[src/rtl/playfield_bg.sv]
// Playfield background renderer: river/grass/road tile bands, 2-stage pixel pipeline and level-clear flash FSM.
// Optional animated river ripple is built only when PLAYFIELD_WATER_ANIM_EN is defined.
module playfield_bg #(
    parameter logic [9:0] X_LEFT        = 10'd96,
    parameter logic [9:0] X_RIGHT       = 10'd544,
    parameter int         BLOCK_LOG2    = 5,
    parameter int         ROW_COUNT     = 15,
    parameter int         RIVER_FIRST   = 1,
    parameter int         RIVER_LAST    = 6,
    parameter int         FLASH_FRAMES  = 8,
    parameter int         FLASH_TOGGLES = 6
) (
    input  logic       clk,
    input  logic       reset,
    input  logic       on,
    input  logic       frame_tick,
    input  logic       flash_req,
    input  logic [9:0] colPos,
    input  logic [9:0] rowPos,
    output logic [5:0] color,
    output logic       flash_busy
);
    localparam logic [5:0] BLUE     = 6'b000011;
    localparam logic [5:0] WATER_HI = 6'b010111;
    localparam logic [5:0] GREEN    = 6'b001101;
    localparam logic [5:0] BLACK    = 6'b000000;
    localparam logic [5:0] WHITE    = 6'b111111;

    localparam int FW = $clog2(FLASH_FRAMES) + 1;
    localparam int TW = $clog2(FLASH_TOGGLES) + 1;
    localparam logic [FW-1:0] FRAME_LAST  = FW'(FLASH_FRAMES - 1);
    localparam logic [TW-1:0] TOGGLE_LAST = TW'(FLASH_TOGGLES - 1);

    localparam logic [9:0] ROW_LIM   = 10'(ROW_COUNT);
    localparam logic [9:0] RIV_FIRST = 10'(RIVER_FIRST);
    localparam logic [9:0] RIV_LAST  = 10'(RIVER_LAST);
    localparam logic [9:0] GRASS_MID = 10'(RIVER_LAST + 1);
    localparam logic [9:0] GRASS_END = 10'(ROW_COUNT - 1);

    typedef enum logic [1:0] {IDLE, FLASH_LIT, FLASH_DARK} state_t;
    typedef enum logic [1:0] {REG_ROAD, REG_RIVER, REG_GRASS} region_t;

    state_t        state, state_n;
    logic [FW-1:0] frame_cnt, frame_n;
    logic [TW-1:0] toggle_cnt, toggle_n;

    logic [9:0] tile_row;
    logic       in_field;
    region_t    region;
    logic       ripple;

    assign tile_row = rowPos >> BLOCK_LOG2;
    assign in_field = (colPos >= X_LEFT) && (colPos < X_RIGHT) && (tile_row < ROW_LIM);

    // River wins over grass so a misconfigured overlap still renders water.
    always_comb begin
        region = REG_ROAD;
        if (tile_row >= RIV_FIRST && tile_row <= RIV_LAST)
            region = REG_RIVER;
        else if (tile_row == 10'd0 || tile_row == GRASS_MID || tile_row == GRASS_END)
            region = REG_GRASS;
    end

`ifdef PLAYFIELD_WATER_ANIM_EN
    logic [1:0] phase;
    logic [1:0] ripple_sum;

    always_ff @(posedge clk or posedge reset) begin
        if (reset)           phase <= 2'd0;
        else if (frame_tick) phase <= phase + 2'd1;
    end

    // 2-bit sum wraps, giving the mod-4 of (col/8 + row + phase) for free.
    assign ripple_sum = colPos[4:3] + tile_row[1:0] + phase;
    assign ripple     = (ripple_sum == 2'd0);
`else
    assign ripple = 1'b0;
`endif

    always_comb begin
        state_n  = state;
        frame_n  = frame_cnt;
        toggle_n = toggle_cnt;
        case (state)
            IDLE: begin
                if (flash_req) begin
                    state_n  = FLASH_LIT;
                    frame_n  = '0;
                    toggle_n = '0;
                end
            end
            default: begin
                if (frame_tick) begin
                    if (frame_cnt == FRAME_LAST) begin
                        frame_n  = '0;
                        toggle_n = toggle_cnt + 1'b1;
                        if (toggle_cnt == TOGGLE_LAST) state_n = IDLE;
                        else state_n = (state == FLASH_LIT) ? FLASH_DARK : FLASH_LIT;
                    end else begin
                        frame_n = frame_cnt + 1'b1;
                    end
                end
            end
        endcase
    end

    always_ff @(posedge clk or posedge reset) begin
        if (reset) begin
            state      <= IDLE;
            frame_cnt  <= '0;
            toggle_cnt <= '0;
            flash_busy <= 1'b0;
        end else begin
            state      <= state_n;
            frame_cnt  <= frame_n;
            toggle_cnt <= toggle_n;
            flash_busy <= (state_n != IDLE);
        end
    end

    logic    on_s1, in_field_s1, ripple_s1, lit_s1;
    region_t region_s1;

    always_ff @(posedge clk or posedge reset) begin
        if (reset) begin
            on_s1       <= 1'b0;
            in_field_s1 <= 1'b0;
            ripple_s1   <= 1'b0;
            lit_s1      <= 1'b0;
            region_s1   <= REG_ROAD;
        end else begin
            on_s1       <= on;
            in_field_s1 <= in_field;
            ripple_s1   <= ripple;
            lit_s1      <= (state == FLASH_LIT);
            region_s1   <= region;
        end
    end

    always_ff @(posedge clk or posedge reset) begin
        if (reset) begin
            color <= BLACK;
        end else if (!on_s1 || !in_field_s1) begin
            color <= BLACK;
        end else begin
            case (region_s1)
                REG_RIVER: color <= ripple_s1 ? WATER_HI : BLUE;
                REG_GRASS: color <= lit_s1 ? WHITE : GREEN;
                default:   color <= BLACK;
            endcase
        end
    end
endmodule

[config.mk]
export PLATFORM = sky130hd
export DESIGN_NAME = playfield_bg
export DESIGN_NICKNAME = d
export VERILOG_FILES = /design/src/rtl/playfield_bg.sv
export SDC_FILE = /design/constraint.sdc
export NUM_CORES = 1
export LEC_CHECK = 0
export CORE_UTILIZATION = 48
export DETAILED_ROUTE_END_ITERATION = 8
export GPL_TIMING_DRIVEN = 0
export HOLD_SLACK_MARGIN = 0.12
export PLACE_DENSITY_LB_ADDON = 0.1
export SETUP_SLACK_MARGIN = 0.15
export SLEW_MARGIN = 20
export SYNTH_ARGS = -nofsm -noshare
export SYNTH_HDL_FRONTEND = slang
export SYNTH_SLANG_ARGS = --single-unit
[constraint.sdc]
create_clock -name clk -period 3.9 [get_ports clk]
set_clock_uncertainty 0.05 [all_clocks]
set_input_delay 0.39 -clock clk [delete_from_list [all_inputs] [get_ports clk]]
set_output_delay 0.39 -clock clk [all_outputs]
set_load 0.1 [all_outputs]
==> impl_metrics.ini <==
[synth]
synth_fp_nets = 121
ys.warnings.count = 0
synth_cells = 91
yosysSeqAreaShare_pct = 51.1
avgSynthCellArea_um2 = 10.8
syn_area_um2 = 980
synth.distinct_cells = 33
ys_ff_latch = 20

[placement]
place_hpwl_mm = 1.33
place_congestion = 0.849
dp_slack_ns = 1.93
numPortBuffers = 21

[floorplanning]
ios = 32
floorplan.initialDensity_pct = 53.8
std_cell_rows = 15
fp.dieArea_um2 = 2230
die_h_um = 47.2
core-area_um2 = 1820
die_w_um = 47.2

[clocking]
clk_path_buf_depth = 2
clkSlewWorstSetupHoldPaths_ns = 0.11
clk_latency_ns = 0.30
cts_made_buffers = 3
hold_buffers = 0
clock-sinks = 20
cts_setup_buffers = 0
cts_resized = 0
cts_htree_levels = 1
clock-root-buffer = clkbuf_4
cts_tree = yes

[critical_path]
r2r_slack_ns = 2.44
start_kind = register
crit_path_max_fanout = 2
cp.arrival_ns = 1.88
endpoint_kind = primary output
worstPathRequired_ns = 3.46
crit_start = color[3]$_DFF_PP0_
worstSetupEndpoint = color[3]
reg2reg_to = toggle_cnt[2]$_DFFE_PP0P_
r2r-start = frame_cnt[0]$_DFFE_PP0P_
worstSetupPathType = register to primary output
worst_r2r_path_depth = 4

[timing]
relSlewSlack_pct = 35.8
slew_viol_final = 0
fmax_mhz = 432
rsz0062_at_grt = no
setup_slack_ns = 1.58
final-hold-violation-count = 0
min_period_ns = 2.32
hold_slack_ns = 0.429
fin_crit_sh_pct = 59.4
finalSetupViolCount = 0
worstMarginPinSlew_ns = 0.960
fin_setup_tns_ns = 0

[run]
drv_cap = 0

[global_routing]
grt_max_degree = 21
grt_pass1_vias = 728
antenna_found_initial = 0
grt_usage_pct = 19.5
grt_first_pass_wirelength_mm = 2.96
grt_overflow_total = 0

[pwr]
p_int_uw = 436
sw_frac_of_total_pct = 31.7
combinationalPowerShare_pct = 27.8
pwr-share-seq_pct = 45.7
p_leak_uw = 0.000586
pwr-share-clk_pct = 26.5
vdd_drop_max_mv = 0.528
p_per_area_nw_per_um2 = 501
switching_power_uw = 202

[detailed_routing]
wl_met1_um = 797
drtIter0Drc = 8
viasPerCell = 5.52
drtPass1Iterations = 4
wl_mm = 1.73
routedWlPerCell_um = 12.3
ant_nets = 0
wl_met3_um = 86
drc_errors = 0
top_layer = met4
vias = 779
dr_wl_met2_um = 822

[worst_hold_path]
hp-class = register to register

[cells_and_area]
antenna-diode-count = 0
drive_gt1_share_pct = 10.3
syn2layout_area_growth_pct = 30.0
final_cell_mix = 21 x clkdlybuf4s50_1, 20 x dfrtp_1, 6 x nand2_1, 6 x inv_1
nNetsFinal = 147
final_common_cell = clkdlybuf4s50_1

[run_status]
outcome = complete, no violations
worst max-delay path, stage by stage (launching register included):
cell and delay [ns]:
dfrtp_1 0.36, buf_4 0.10, clkdlybuf4s50_1 1.11
flip-flops by register name (all words and copies together), names as in the netlist:
register / flops
lit_s1: 1
color: 4
toggle_cnt: 4
region_s1: 2
flash_busy: 1
frame_cnt: 4
in_field_s1: 1
state: 2
on_s1: 1
layer usage:
layer | up-vias | track usage, %
met4 | 0 | 6.86
li1 | 383 | -
met1 | 364 | 24.7
met3 | 2 | 3.46
met5 | - | 0
met2 | 30 | 33.3
metrics by stage:
| step | std cells | cell area (um2) | power (uW) | utilization [%] |
|---|---|---|---|---|
| detailed placement | 137 | 1220 | 472 | 67.1 |
| finish | 141 | 1270 | 638 | 70.0 |
| global route | 141 | 1270 | 675 | 70.0 |
| floorplan | 91 | 980 | 416 | - |
| CTS | 141 | 1270 | 642 | 70.0 |
| global placement | 137 | 1220 | 460 | 67.1 |
power by group through the flow:
stage / clock network (uW) / logic (uW) / registers [uW]
after floorplan: 0 / 111 / 305
after global placement: 0 / 168 / 292
after detailed placement: 0 / 178 / 295
after CTS: 173 / 178 / 291
after global routing: 178 / 198 / 299
final: 169 / 177 / 292
cells in the mapped netlist:
cell type  number  area share [%]
nand3_1         3             1.5
or2_2           1            0.64
a211oi_1        1            0.77
a32o_1          1             1.0
nor2b_1         1            0.64
xor2_1          1            0.89
o22ai_1         2             1.3
nor2_1          5             1.9
and3b_1         1            0.89
ha_1            5             6.4
a21oi_1         4             2.0
nor3_1          3             1.5
nand3b_1        2             1.5
a21o_1          3             2.3
a211o_1         1            0.89
nand2_1         6             2.3
nor4_1          1            0.64
o31a_1          1            0.89
o2bb2ai_1       1            0.89
buf_4           2             1.5
nand4b_4        1             2.4
nand4_1         1            0.64
buf_2           1            0.51
inv_1           6             2.3
mux2i_1         2             2.0
o21ai_0         3             1.5
and3_1          2             1.3
and4b_2         1             1.1
a31oi_1         4             2.6
nand2b_1        1            0.64
a22o_2          2             2.0
dfrtp_1        20              51
or3_1           2             1.3
logic make-up after synthesis:
logic type,count (synthesis),synth area share [%]
muxes,2,2.04
adders and majority gates,5,6.39
buffers and inverters,9,4.34
AOI/OAI and AO/OA,23,16.2
xor gates and xnor gates,1,0.894
DFF,20,51.1
and+or+nand+nor,31,19.0
final cells by class:
| type | instances | area (um2) |
|---|---|---|
| fillers | 157 | 547 |
| flip-flops and latches | 20 | 500 |
| multi-input cells | 62 | 437 |
| repair buffers | 21 | 210 |
| well taps | 25 | 31.3 |
| clock inverters | 1 | 30.0 |
| clock buffers | 3 | 22.5 |
| inverters | 6 | 22.5 |
| plain buffers | 3 | 20.0 |
how the worst min path moves through the flow:
stage / startpoint / to / depth (start not counted) / slack [ns]
floorplan: reset / color[0]$_DFF_PP0_ / 1 / 0.30
global placement: toggle_cnt[3]$_DFFE_PP0P_ / toggle_cnt[3]$_DFFE_PP0P_ / 1 / 0.41
detailed placement: toggle_cnt[3]$_DFFE_PP0P_ / toggle_cnt[3]$_DFFE_PP0P_ / 1 / 0.42
CTS: toggle_cnt[3]$_DFFE_PP0P_ / toggle_cnt[3]$_DFFE_PP0P_ / 1 / 0.44
global route: on / on_s1$_DFF_PP0_ / 1 / 0.47
finish: toggle_cnt[3]$_DFFE_PP0P_ / toggle_cnt[3]$_DFFE_PP0P_ / 1 / 0.43
Power figures use the tool's default switching activity.
